**src/rtl/video_source_sel_if.sv**
```systemverilog
// Video bus between the source selector and the game cores / VGA pins.
// master = selector side, slave = cores plus display side.
interface video_source_sel_if #(
    parameter int SEL_W = 2
);
    localparam int N_SRC = 2**SEL_W;

    logic [N_SRC-1:0]   src_hsync;
    logic [N_SRC-1:0]   src_vsync;
    logic [3*N_SRC-1:0] src_rgb;
    logic               pix_en;
    logic [N_SRC-1:0]   src_reset_n;
    logic [SEL_W-1:0]   sel;
    logic               hsync;
    logic               vsync;
    logic [2:0]         rgb;

    modport master (
        input  src_hsync, src_vsync, src_rgb,
        output pix_en, src_reset_n, sel, hsync, vsync, rgb
    );

    modport slave (
        output src_hsync, src_vsync, src_rgb,
        input  pix_en, src_reset_n, sel, hsync, vsync, rgb
    );
endinterface

```
**src/rtl/video_source_sel.sv**
```systemverilog
// Frame-synchronous VGA source selector: debounced keys pick one of N_SRC cores,
// switching only at a vsync edge and restarting the new core before showing it.
module video_source_sel #(
    parameter int SEL_W      = 2,
    parameter int DIV        = 2,
    parameter int DEB_CYCLES = 65536,
    parameter int RST_CYCLES = 16,
    parameter int TIMEOUT    = 1048576
) (
    input  logic               clk,
    input  logic               reset,
    input  logic [3:0]         keys,
    video_source_sel_if.master vid
);
    localparam int N_SRC   = 2**SEL_W;
    localparam int DIV_W   = $clog2(DIV);
    localparam int DEB_W   = $clog2(DEB_CYCLES + 1);
    localparam int CNT_MAX = (TIMEOUT > RST_CYCLES) ? TIMEOUT : RST_CYCLES;
    localparam int CNT_W   = $clog2(CNT_MAX + 1);

    typedef enum logic [1:0] {RUN, WAIT_VS, RESET_SRC} state_t;

    // keys[3] is reserved
    logic unused_key3;
    assign unused_key3 = keys[3];

    // ---------------- pixel clock-enable ----------------
    logic [DIV_W-1:0] div_q;

    always_ff @(posedge clk or negedge reset) begin
        if (!reset)                         div_q <= '0;
        else if (div_q == DIV_W'(DIV - 1))  div_q <= '0;
        else                                div_q <= div_q + 1'b1;
    end

    assign vid.pix_en = (div_q == DIV_W'(DIV - 1));

    // ---------------- key sync + debounce ----------------
    logic [2:0]            sync1_q, sync2_q, stable_q, ev_q;
    logic [2:0][DEB_W-1:0] deb_q;

    always_ff @(posedge clk or negedge reset) begin
        if (!reset) begin
            sync1_q  <= '0;
            sync2_q  <= '0;
            stable_q <= '0;
            ev_q     <= '0;
            deb_q    <= '0;
        end else begin
            sync1_q <= keys[2:0];
            sync2_q <= sync1_q;
            for (int k = 0; k < 3; k++) begin
                ev_q[k] <= 1'b0;
                if (sync2_q[k] == stable_q[k]) begin
                    deb_q[k] <= '0;
                end else if (deb_q[k] == DEB_W'(DEB_CYCLES - 1)) begin
                    // accept the new level; only a 0->1 flip is an event
                    deb_q[k]    <= '0;
                    stable_q[k] <= sync2_q[k];
                    ev_q[k]     <= sync2_q[k];
                end else begin
                    deb_q[k] <= deb_q[k] + 1'b1;
                end
            end
        end
    end

    logic nxt_ev, prv_ev, rst_ev;
    assign nxt_ev = ev_q[0];
    assign prv_ev = ev_q[1];
    assign rst_ev = ev_q[2];

    // ---------------- source select FSM + output mux ----------------
    state_t               state_q;
    logic [SEL_W-1:0]     sel_q, tgt_q;
    logic [CNT_W-1:0]     cnt_q;
    logic [N_SRC-1:0]     srn_q;
    logic                 vs_prev_q;
    logic                 hs_q, vs_q;
    logic [2:0]           rgb_q;
    logic [N_SRC-1:0][2:0] rgb_arr;
    logic                 vs_cur, vs_rise;

    assign rgb_arr = vid.src_rgb;
    assign vs_cur  = vid.src_vsync[sel_q];
    assign vs_rise = vs_cur & ~vs_prev_q;

    // Outputs blank on exactly the cycles the shown core is held in reset.
    always_ff @(posedge clk or negedge reset) begin
        if (!reset) begin
            state_q   <= RESET_SRC;
            sel_q     <= '0;
            tgt_q     <= '0;
            cnt_q     <= '0;
            srn_q     <= '0;
            vs_prev_q <= 1'b0;
            hs_q      <= 1'b0;
            vs_q      <= 1'b0;
            rgb_q     <= '0;
        end else begin
            vs_prev_q <= vs_cur;
            hs_q      <= vid.src_hsync[sel_q];
            vs_q      <= vs_cur;
            rgb_q     <= rgb_arr[sel_q];
            case (state_q)
                RUN: begin
                    cnt_q <= '0;
                    if (nxt_ev && !prv_ev) begin
                        tgt_q   <= sel_q + 1'b1;
                        state_q <= WAIT_VS;
                    end else if (prv_ev && !nxt_ev) begin
                        tgt_q   <= sel_q - 1'b1;
                        state_q <= WAIT_VS;
                    end else if (rst_ev && !nxt_ev && !prv_ev) begin
                        tgt_q   <= sel_q;
                        state_q <= WAIT_VS;
                    end
                end
                WAIT_VS: begin
                    if (vs_rise || cnt_q == CNT_W'(TIMEOUT - 1)) begin
                        sel_q     <= tgt_q;
                        cnt_q     <= '0;
                        state_q   <= RESET_SRC;
                        srn_q     <= '0;
                        // reload from the new source so the switch itself is no edge
                        vs_prev_q <= vid.src_vsync[tgt_q];
                        hs_q      <= 1'b0;
                        vs_q      <= 1'b0;
                        rgb_q     <= '0;
                    end else begin
                        cnt_q <= cnt_q + 1'b1;
                    end
                end
                RESET_SRC: begin
                    if (cnt_q == CNT_W'(RST_CYCLES - 1)) begin
                        cnt_q   <= '0;
                        state_q <= RUN;
                        srn_q   <= N_SRC'(1) << sel_q;
                    end else begin
                        cnt_q <= cnt_q + 1'b1;
                        hs_q  <= 1'b0;
                        vs_q  <= 1'b0;
                        rgb_q <= '0;
                    end
                end
                default: begin
                    state_q <= RESET_SRC;
                    cnt_q   <= '0;
                    srn_q   <= '0;
                end
            endcase
        end
    end

    assign vid.sel         = sel_q;
    assign vid.src_reset_n = srn_q;
    assign vid.hsync       = hs_q;
    assign vid.vsync       = vs_q;
    assign vid.rgb         = rgb_q;

endmodule

```
**src/flat_wrapper.sv**
```systemverilog
// flat-port wrapper written by rule: the top's interface ports become plain ports
module video_source_sel_flat 
#(
    parameter int SEL_W      = 2,
    parameter int DIV        = 2,
    parameter int DEB_CYCLES = 65536,
    parameter int RST_CYCLES = 16,
    parameter int TIMEOUT    = 1048576
)
  (clk, reset, keys, vid_src_hsync, vid_src_vsync, vid_src_rgb, vid_pix_en, vid_src_reset_n, vid_sel, vid_hsync, vid_vsync, vid_rgb);
  video_source_sel_if #(.SEL_W(SEL_W)) vid_i ();
  input  logic clk;
  input  logic reset;
  input  logic [3:0] keys;
  input wire logic [$bits(vid_i.src_hsync)-1:0] vid_src_hsync;
  input wire logic [$bits(vid_i.src_vsync)-1:0] vid_src_vsync;
  input wire logic [$bits(vid_i.src_rgb)-1:0] vid_src_rgb;
  output wire logic [$bits(vid_i.pix_en)-1:0] vid_pix_en;
  output wire logic [$bits(vid_i.src_reset_n)-1:0] vid_src_reset_n;
  output wire logic [$bits(vid_i.sel)-1:0] vid_sel;
  output wire logic [$bits(vid_i.hsync)-1:0] vid_hsync;
  output wire logic [$bits(vid_i.vsync)-1:0] vid_vsync;
  output wire logic [$bits(vid_i.rgb)-1:0] vid_rgb;
  assign vid_i.src_hsync = vid_src_hsync;
  assign vid_i.src_vsync = vid_src_vsync;
  assign vid_i.src_rgb = vid_src_rgb;
  assign vid_pix_en = vid_i.pix_en;
  assign vid_src_reset_n = vid_i.src_reset_n;
  assign vid_sel = vid_i.sel;
  assign vid_hsync = vid_i.hsync;
  assign vid_vsync = vid_i.vsync;
  assign vid_rgb = vid_i.rgb;
  video_source_sel #(.SEL_W(SEL_W), .DIV(DIV), .DEB_CYCLES(DEB_CYCLES), .RST_CYCLES(RST_CYCLES), .TIMEOUT(TIMEOUT)) u_core (.clk(clk), .reset(reset), .keys(keys), .vid(vid_i));
endmodule
```
**config.mk**
```make
export PLATFORM = sky130hd
export DESIGN_NAME = video_source_sel_flat
export DESIGN_NICKNAME = d
export VERILOG_FILES = /design/src/rtl/video_source_sel_if.sv /design/src/rtl/video_source_sel.sv /design/src/flat_wrapper.sv
export SDC_FILE = /design/constraint.sdc
export NUM_CORES = 1
export LEC_CHECK = 0
export ABC_AREA = 1
export BUFFER_PORTS_ARGS = -buffer_cell sky130_fd_sc_hd__buf_2
export CAP_MARGIN = 20
export CELL_PAD_IN_SITES_DETAIL_PLACEMENT = 0
export CELL_PAD_IN_SITES_GLOBAL_PLACEMENT = 1
export CORE_ASPECT_RATIO = 1.1
export CORE_MARGIN = 1
export CORE_UTILIZATION = 35
export DETAILED_ROUTE_END_ITERATION = 10
export PLACE_DENSITY_LB_ADDON = 0.08
export SYNTH_ARGS = -nofsm -noshare
export SYNTH_HDL_FRONTEND = slang
export SYNTH_SLANG_ARGS = --single-unit
export TNS_END_PERCENT = 1
```
**constraint.sdc**
```tcl
create_clock -name clk -period 3.85 [get_ports clk]
set_input_delay 0.1925 -clock clk [delete_from_list [all_inputs] [get_ports clk]]
set_output_delay 0.1925 -clock clk [all_outputs]
set_load 0.02 [all_outputs]
```
=== After elaboration in Yosys (flattened, before gate mapping) ===
Cells that the tools add are included.
W data, S select, Z words.

* Add/subtract/negate cells: 7
* Multipliers: 0
* Div/mod/pow operators: 0
* $lt $le $gt $ge: 2
* Equality and inequality tests: 13
* Shifts and indexed selects: 1
* Multiplexer cells: 47
* Bitwise operators: 6
* Reduce and logical (&&, ||, !) cells: 16

{| class="wikitable"
|+ Operators by type and width
! kind !! number
|-
| $mux W17 || 6
|-
| $add A17 B1 Y17 const B || 3
|-
| $eq A17 B16 Y1 const B || 3
|-
| $mux W21 || 2
|-
| $pmux W21 S2 || 1
|-
| $add A21 B1 Y21 const B || 1
|-
| $eq A21 B20 Y1 const B || 1
|-
| $eq A21 B4 Y1 const B || 1
|-
| $mux W1 || 16
|-
| $mux W2 || 8
|-
| $pmux W4 S3 || 1
|-
| $reduce_and A2 Y1 || 5
|-
| $mux W3 || 3
|-
| $mux W4 || 2
|-
| $bmux W1 S2 || 3
|-
| $bmux W3 S2 || 1
|-
| $lt A2 B3 Y1 const B || 2
|-
| $pmux W2 S3 || 1
|-
| $pmux W3 S2 || 1
|-
| $reduce_and A3 Y1 || 2
|-
| $not A1 Y1 || 5
|-
| $logic_and A1 B1 Y1 || 4
|-
| $ne A2 B1 Y1 const B || 2
|-
| $ne A4 B1 Y1 const B || 1
|-
| 13 further kinds || 17
|}

* Register bits: 101
* Bits in latches: 0
* RAM bits: 0
* ROM bits: 0
* Output and inout port bits: 12
* Memories: 0

=== Depth between registers and ports, before layout ===
Gate-level depths: netlist (run 1).

* Depth in word-level cells: 7
* Depth in mapped cells: 10
* Gate-level depth less buffers: 9

=== Worst setup path before layout (run 1) ===
Ideal clock, no wire load.

* Kind: reg2reg
* From: register u_core.sel_q[1], in the netlist u_core.vid.sel[1]
* To: register u_core.tgt_q[1]
* Setup time: 127 ps
* Data arrival time: 1,475 ps
* Required time: 3,723 ps
* Path slack: 2,248 ps
* Cell stages (with the launch flop): 8
* Buffers on the path: 1
* Period minus slack after synthesis: 1,602 ps
* Cells stage by stage: dfrtp_1 -> inv_1 -> clkbuf_1 -> ha_1 -> nand3_1 -> o221ai_1 -> nand2_1 -> o21ai_0

* Word-level cells in the longest chain between the ends: 3
* Elaborated cells on any way between the ends: 5

{| class="wikitable"
|+ RTL lines
! what !! RTL line !! text
|-
| start: declaration || video_source_sel.sv:75 || <nowiki>logic [SEL_W-1:0] sel_q, tgt_q;</nowiki>
|-
| start signal: assignment || video_source_sel.sv:121 || <nowiki>sel_q <= tgt_q;</nowiki>
|-
| $sub A2 B1 Y2 / $mux W2 (equally long branches) || video_source_sel.sv:112, video_source_sel.sv:114 ||
|-
| $mux W2 || video_source_sel.sv:111 || <nowiki>end else if (prv_ev && !nxt_ev) begin</nowiki>
|-
| $mux W2 (*) || video_source_sel.sv:108 || <nowiki>if (nxt_ev && !prv_ev) begin</nowiki>
|-
| end signal: assignment || video_source_sel.sv:109 || <nowiki>tgt_q <= sel_q + 1'b1;</nowiki>
|-
| end signal: assignment || video_source_sel.sv:112 || <nowiki>tgt_q <= sel_q - 1'b1;</nowiki>
|-
| end signal: assignment || video_source_sel.sv:115 || <nowiki>tgt_q <= sel_q;</nowiki>
|-
| end: declaration || video_source_sel.sv:75 ||
|}

Mark *: on every way between the ends. The rest lies on a longest branch, timed or not. The select of a mux whose other input is x is not followed.
A chain may end at the register's enable or synchronous reset.

=== Final worst setup path (run 1) ===
* From: register u_core.sel_q[0], in the netlist u_core.vid.sel[0]
* To: register u_core.cnt_q[16]

* Word-level cells in the longest chain between the ends: 6

{| class="wikitable"
|+ RTL lines
! what !! RTL line !! text
|-
| $bmux W1 S2 || video_source_sel.sv:85 || <nowiki>assign vs_cur = vid.src_vsync[sel_q];</nowiki>
|-
| $mux W1 (implied by the code) || video_source_sel.sv:85 ||
|-
| $and A1 B1 Y1 || video_source_sel.sv:86 || <nowiki>assign vs_rise = vs_cur & ~vs_prev_q;</nowiki>
|-
| $logic_or A1 B1 Y1 || video_source_sel.sv:120 || <nowiki>if (vs_rise || cnt_q == CNT_W'(TIMEOUT - 1)) begin</nowiki>
|-
| $mux W21 || video_source_sel.sv:120 ||
|-
| $pmux W21 S2 || video_source_sel.sv:105 || <nowiki>case (state_q)</nowiki>
|-
| end signal: assignment || video_source_sel.sv:131 || <nowiki>cnt_q <= cnt_q + 1'b1;</nowiki>
|-
| end signal: assignment || video_source_sel.sv:140 || <nowiki>cnt_q <= cnt_q + 1'b1;</nowiki>
|-
| end: declaration || video_source_sel.sv:76 || <nowiki>logic [CNT_W-1:0] cnt_q;</nowiki>
|}

Every way passes these cells. The select of a mux whose other input is x is not followed.

==> results.md, run 1 <==
* Global-route wire length before repair at 19.0 mm
* Congestion Overflow GR at 0
* Post-route setup TNS at 0 ps
* Clock-pin slew on the worst setup and hold paths at 70 ps
* Die width at 119 um
* Initial antenna violation count at 0
* CP Class: register to register
* Worst-margin pin slew at 573 ps
* Cell row count at 46
* Core area at 14,500 sq um
* Clock tree root driver cell: clkbuf_16
* Via density at 4.73
* Multi-input gate area at 2420 sq um
* Fmax at 491 MHz
* Sequential element share of the synthesized area at 0.482
* Vias at 4,126
* Largest net degree at the start of global routing at 38
* Post-Syn Area at 5240 sq um
* Vias in the first global route at 3,938
* H-tree depth at 3
* Die area at 15,500 sq um
* Port buffer count at 36
* Number of DRC markers in iteration 0 at 208
* WL/cell at 12.5 um
* Gpl congestion at 0.791
* CTS tree: built
* Max-cap viol count at 0
* Syn Inst Count at 631
* Total CTS buffers at 9
* Final Cycle Share at 0.529
* Total Routed Length at 10.9 mm
* Crit path max fanout at 20
* Fillers at 1,521
* Post-synth cell types at 38
* Syn Area/Cell at 8.31 sq um
* CP arrival at 2310 ps
* Min-delay worst type: input port to register
* Yosys warnings at 0
* Slew headroom at 0.618
* Clk buf depth at 2
* Post-route ant nets at 0
* Nets at 712
* Endpoints failing hold at 0
* Power per standard cell area at 353 nW/um^2
* Data required, critical path at 4120 ps
* Endpoints failing setup at 0
* Tmin final at 2040 ps
* Clk sinks at 101
* Drt first pass iters at 4
* Leakage dissipation at 2.73 nW
* Max Slew Vio Count at 0
* CP startpoint kind: register
* Status: complete, no violations
* Clk_lat worst skew at 350 ps
* Dpl hpwl at 7.80 mm
* Number of antenna diodes at 0
* DRC at 0
* Initial core utilization at 0.362
* GRT Total Usage at 0.154
* Register area at 2530 sq um
* DIE HEIGHT at 130 um
* CP Capture Type: register
* RSZ-0062 raised after global routing: no
* #FFs+latches synth at 101
* Hold slack at 193 ps
* Peak VDD IR at 0.000185 V
* Worst Clk Skew at 8.00 ps
* Syn Nets at 668
* Share of cells above drive strength 1 at 0.126
* Area grow syn2layout at 13.8%
* I/O Pins at 38
==> path summary, 6_finish.rpt <==
check                      slack (ps)  cells past startpoint                     startpoint                            end
max                              1810                      8  u_core.vid.sel[0]$_DFFE_PN0P_     u_core.cnt_q[16]$_DFF_PN0_
max in group asynchronous        2640                      3                          reset  u_core.state_q[1]$_DFFE_PN1P_
min                               190                      4                 vid_src_rgb[8]    u_core.vid.rgb[2]$_DFF_PN0_
min in group asynchronous         350                      2                          reset      u_core.cnt_q[3]$_DFF_PN0_
min reg2reg                       340                      0    u_core.sync1_q[1]$_DFF_PN0_    u_core.sync2_q[1]$_DFF_PN0_
max reg2reg                      1810                      8  u_core.vid.sel[0]$_DFFE_PN0P_     u_core.cnt_q[16]$_DFF_PN0_
==> worst max-delay path, cell delays in order, from the launching register on <==
cell	delay, ps
dfrtp_1	710
inv_2	230
nand2_1	100
nand3_1	120
nand3b_2	160
nand3_4	180
nand2_4	120
nand2_4	170
nor2_1	140
==> sequential cells by signal (all words and copies together), names as in the netlist <==
register,flops
u_core.deb_q,51
u_core.sync2_q,3
u_core.stable_q,3
u_core.state_q,2
u_core.vid.sel,2
u_core.ev_q,3
u_core.vid.rgb,3
u_core.vid.hsync,1
u_core.vid.pix_en,1
u_core.cnt_q,21
u_core.sync1_q,3
u_core.vid.vsync,1
u_core.vs_prev_q,1
u_core.tgt_q,2
u_core.vid.src_reset_n,4
==> per-layer routing <==
layer,share of wire,GRT usage,routed length (um),vias up
met2,0.48,0.254,5170,33
met1,0.49,0.202,5300,1946
li1,-,-,-,2135
met4,0.017,0.0633,187,0
met3,0.019,0.0247,211,12
met5,0,0,0,-
==> cells in the mapped netlist <==
master      n  area [sq um]
xnor2_1    10          87.6
ha_1       11           138
nor2_2     11          68.8
o211ai_1    2          15.0
or2_2       3          18.8
a31o_2      3          26.3
nand3_4     2          35.0
buf_6       3          33.8
and2_1      1          6.26
nand3b_1    4          30.0
nand2_4     2          22.5
inv_2       2          7.51
nor3b_1     9          67.6
a32o_1      4          40.0
nor2_4      1          11.3
a211oi_1    2          15.0
nand4_1    20           125
dfrtp_1   100          2500
xor2_1     27           236
nand3_1    45           225
nand3b_2    1          11.3
buf_2       2          10.0
clkbuf_1    5          18.8
nor2_1    112           420
nand3_2     1          10.0
o21bai_1    1          7.51
o221ai_1    1          8.76
inv_1      54           203
dfstp_2     1          26.3
nor3_1     14          70.1
a21oi_1    17          85.1
o22ai_1     3          18.8
nand2_2     2          12.5
a21o_1      1          7.51
buf_12      1          20.0
nand2_1   140           526
a21oi_4     1          16.3
o21ai_0    12          60.1
==> kinds of logic after synthesis <==
group / count (synthesis) / synth area share
adder cells (fa/ha/maj): 11 / 0.0262
flip-flops: 101 / 0.482
XOR/XNOR: 37 / 0.0618
AO/OA/AOI/OAI: 47 / 0.0573
AND/OR/NAND/NOR: 368 / 0.317
buffers and inverters: 67 / 0.0558
==> cells in the final DEF, fill, tap and decap left out, types with 3 or more instances in the layout <==
master,synthesis,final
nand3_1,45,45
inv_1,54,54
nor2_2,11,11
nor3_1,14,14
o22ai_1,3,3
a32o_1,4,4
or2_2,3,3
clkbuf_16,0,9
dlygate4sd3_1,0,4
nor3b_1,9,9
buf_4,0,5
nand4_1,20,20
xor2_1,27,27
o21ai_0,12,12
buf_2,2,35
nor2_1,112,112
xnor2_1,10,10
nand3b_1,4,4
nand2_1,140,140
ha_1,11,11
dfrtp_1,100,100
a31o_2,3,3
a21oi_1,17,17
==> where the power goes <==
group          switching, mW  total [mW]  leakage [nW]  internal, mW
Combinational         0.0504      0.0799          1.22        0.0295
Sequential           0.00751        1.08          1.37          1.07
Clock                  0.404       0.944         0.148         0.540
==> repair_timing <==
action                    4_1_cts  5_1_grt
buffers inserted                0        0
hold buffers                    4        0
resized for setup               0        0
hold endpoints to repair       38        0
==> layout make-up <==
| cell class | instances | area share |
|---|---|---|
| Clock buffer | 11 | 0.0424 |
| Timing Repair Buffer | 44 | 0.0424 |
| Sequential cell | 101 | 0.424 |
| Clock inverter | 5 | 0.00986 |
| Multi-Input combinational cell | 463 | 0.406 |
| Inverter | 56 | 0.0352 |
| Tap cell | 192 | 0.0403 |
==> through the flow <==
step	worst slack, ps	instance area (sq um)	std cells	total power, mW	utilization
after floorplan	2250	5240	631	1.13	-
after global routing	1580	5970	872	2.20	0.411
after detailed placement	1800	5610	852	1.18	0.387
after global placement	1810	5610	852	1.18	0.387
after CTS	1780	5970	872	2.15	0.411
final	1810	5970	872	2.11	0.411
(Power assumes the default switching activity.)
==> run 2, diff against run 1 <==
- clock period: 3.85 -> 1.9 ns (I/O delays scaled with it)
==> results.md, run 2 (synthesis gave the netlist of run 1 again) <==
* Status: complete, no violations
* Total Routed Length at 10.7 mm (-1.1%)
* R2R depth at 8 (unchanged)
* Worst Clk Skew at 5.79 ps (-2.21 ps)
* Max FFs per register at 51 (unchanged)
* RSZ-0062 raised after global routing: no
* Tmin final at 1670 ps (-372 ps)
* Hold Crit Start: vid_src_rgb[8]
* Clock tree root driver cell: clkbuf_16
* Hold slack at 91.3 ps (-102 ps)
* Cell row count at 46 (unchanged)
* Share of cells above drive strength 1 at 0.152 (+0.0254)
* Die width at 119 um (unchanged)
* Endpoints failing setup at 0 (unchanged)
* Min-delay worst type: input port to register
* Via density at 4.70 (-0.69%)
* Drt first pass iters at 4 (unchanged)
* Reg2reg end: u_core.vid.src_reset_n[3]$_DFFE_PN0P_
* CP arrival at 1910 ps (-400 ps)
* Final Cycle Share at 0.877 (+0.348)
* Number of antenna diodes at 0 (unchanged)
* CP Class: register to register
* Most common cell after layout, fill and taps aside: nand2_1
* Clock-pin slew on the worst setup and hold paths at 70 ps (about the same)
* Initial core utilization at 0.362 (unchanged)
* Data required, critical path at 2140 ps (-1980 ps)
* Clk sinks at 101 (unchanged)
* Gpl congestion at 0.814 (+2.9%)
* Port buffer count at 36 (unchanged)
* Vias at 4,182 (+1.4%)
* DRC at 0 (unchanged)
* Hold path cells at 4 (unchanged)
* Slew headroom at 0.694 (+0.0758)
* Peak VDD IR at 0.000432 V (+130%)
* Worst-margin pin slew at 456 ps (-117 ps)
* Max-cap viol count at 0 (unchanged)
* Global-route wire length before repair at 18.5 mm (-2.5%)
* Congestion Overflow GR at 0 (unchanged)
* CP startpoint kind: register
* Number of DRC markers in iteration 0 at 163 (-22%)
* Reg-to-Reg Start: u_core.cnt_q[0]$_DFF_PN0_
* Vias in the first global route at 3,882 (-1.4%)
* Hold endpoint: u_core.vid.rgb[2]$_DFF_PN0_
* Area grow syn2layout at 17.0%
* Clk_lat worst skew at 350 ps (about the same)
* Reg2Reg Setup Slack at 230 ps (-1580 ps)
* Max Slew Vio Count at 0 (unchanged)
* Largest net degree at the start of global routing at 42 (+11%)
* Die area at 15,500 sq um (unchanged)
* CTS tree: built
* Post-route ant nets at 0 (unchanged)
* Leakage dissipation at 2.83 nW (+3.7%)
* Initial antenna violation count at 0 (unchanged)
* Dpl hpwl at 7.96 mm (+2.0%)
* CP Capture Type: register
* Nets at 730 (+2.5%)
* Most flop-heavy register: u_core.deb_q
* H-tree depth at 3 (unchanged)
* Crit path max fanout at 6 (-70%)
* WL/cell at 12.1 um (-3.1%)
* Power per standard cell area at 691 nW/um^2 (+96%)
* Most frequent cells in the layout: nand2_1, nor2_1, dfrtp_1
* Core area at 14,500 sq um (unchanged)
* Post-route setup TNS at 0 ps (unchanged)
* I/O Pins at 38 (unchanged)
* Endpoints failing hold at 0 (unchanged)
* Fmax at 600 MHz (+22%)
* Clk buf depth at 2 (unchanged)
* Total CTS buffers at 9 (unchanged)
* GRT Total Usage at 0.149 (-0.00418)
* DIE HEIGHT at 130 um (unchanged)
[run 2: area by class of cell]
type | instances | area, sq um
fill | 1518 | 8370
sequential | 101 | 2530
multi-input combinational | 463 | 2430
timing repair buffer | 62 | 425
tap | 192 | 240
clock buffer | 9 | 225
inverter | 56 | 210
clock inverter | 7 | 75.1
[run 2: through the flow]
stage | cell area (sq um) | total power [mW] | utilization | worst slack [ps] | instances
2_1_floorplan | 5240 | 2.30 | - | 298 | 631
3_3_place_gp | 5790 | 2.40 | 0.399 | 184 | 870
3_5_place_dp | 5790 | 2.40 | 0.399 | 132 | 870
4_1_cts | 6130 | 4.32 | 0.422 | 132 | 890
5_1_grt | 6130 | 4.43 | 0.423 | 43.7 | 890
6_report | 6130 | 4.24 | 0.423 | 233 | 890
[run 2: metal layers]
metal  GRT usage  wire (um)  vias to the layer above
li1            -          -                     2163
met1       0.203       5390                     1957
met2       0.235       4930                       46
met3      0.0221        207                       16
met4      0.0715        214                        0
met5           0          0                        -
[run 2: what timing repair did]
item / 4_1_cts / 5_1_grt
hold endpoints to repair: 31 / 0
buffers inserted: 0 / 0
gates resized for setup: 0 / 2
hold buffers: 4 / 0
endpoints found under the setup margin: 0 / 2
[run 2: how the worst max path moves through the flow]
stage	slack, ps	to	start
after floorplan	300	u_core.tgt_q[1]$_DFFE_PN0P_	u_core.vid.sel[1]$_DFFE_PN0P_
after global placement	180	u_core.vid.src_reset_n[3]$_DFFE_PN0P_	u_core.cnt_q[0]$_DFF_PN0_
after detailed placement	130	u_core.cnt_q[4]$_DFF_PN0_	u_core.cnt_q[0]$_DFF_PN0_
after CTS	130	u_core.vid.src_reset_n[3]$_DFFE_PN0P_	u_core.cnt_q[0]$_DFF_PN0_
after global routing	40	u_core.ev_q[2]$_DFF_PN0_	u_core.deb_q[34]$_DFF_PN0_
final	230	u_core.vid.src_reset_n[3]$_DFFE_PN0P_	u_core.cnt_q[0]$_DFF_PN0_
[run 2: worst max-delay path, stage by stage, from the launching register on]
cell and delay [ps]:
dfrtp_1 390, ha_1 200, nand3_2 160, nor2_2 160
nand3_1 160, a21oi_4 250, nand2_1 130, nand2_1 80
nand2_1 40
[run 2: where the power goes]
group / total [mW] / switching, mW / leakage [nW] / internal [mW]
Sequential: 2.19 / 0.0154 / 1.37 / 2.18
Combinational: 0.171 / 0.103 / 1.32 / 0.0680
Clock: 1.88 / 0.847 / 0.143 / 1.03
Total: 4.24 / 0.965 / 2.83 / 3.27
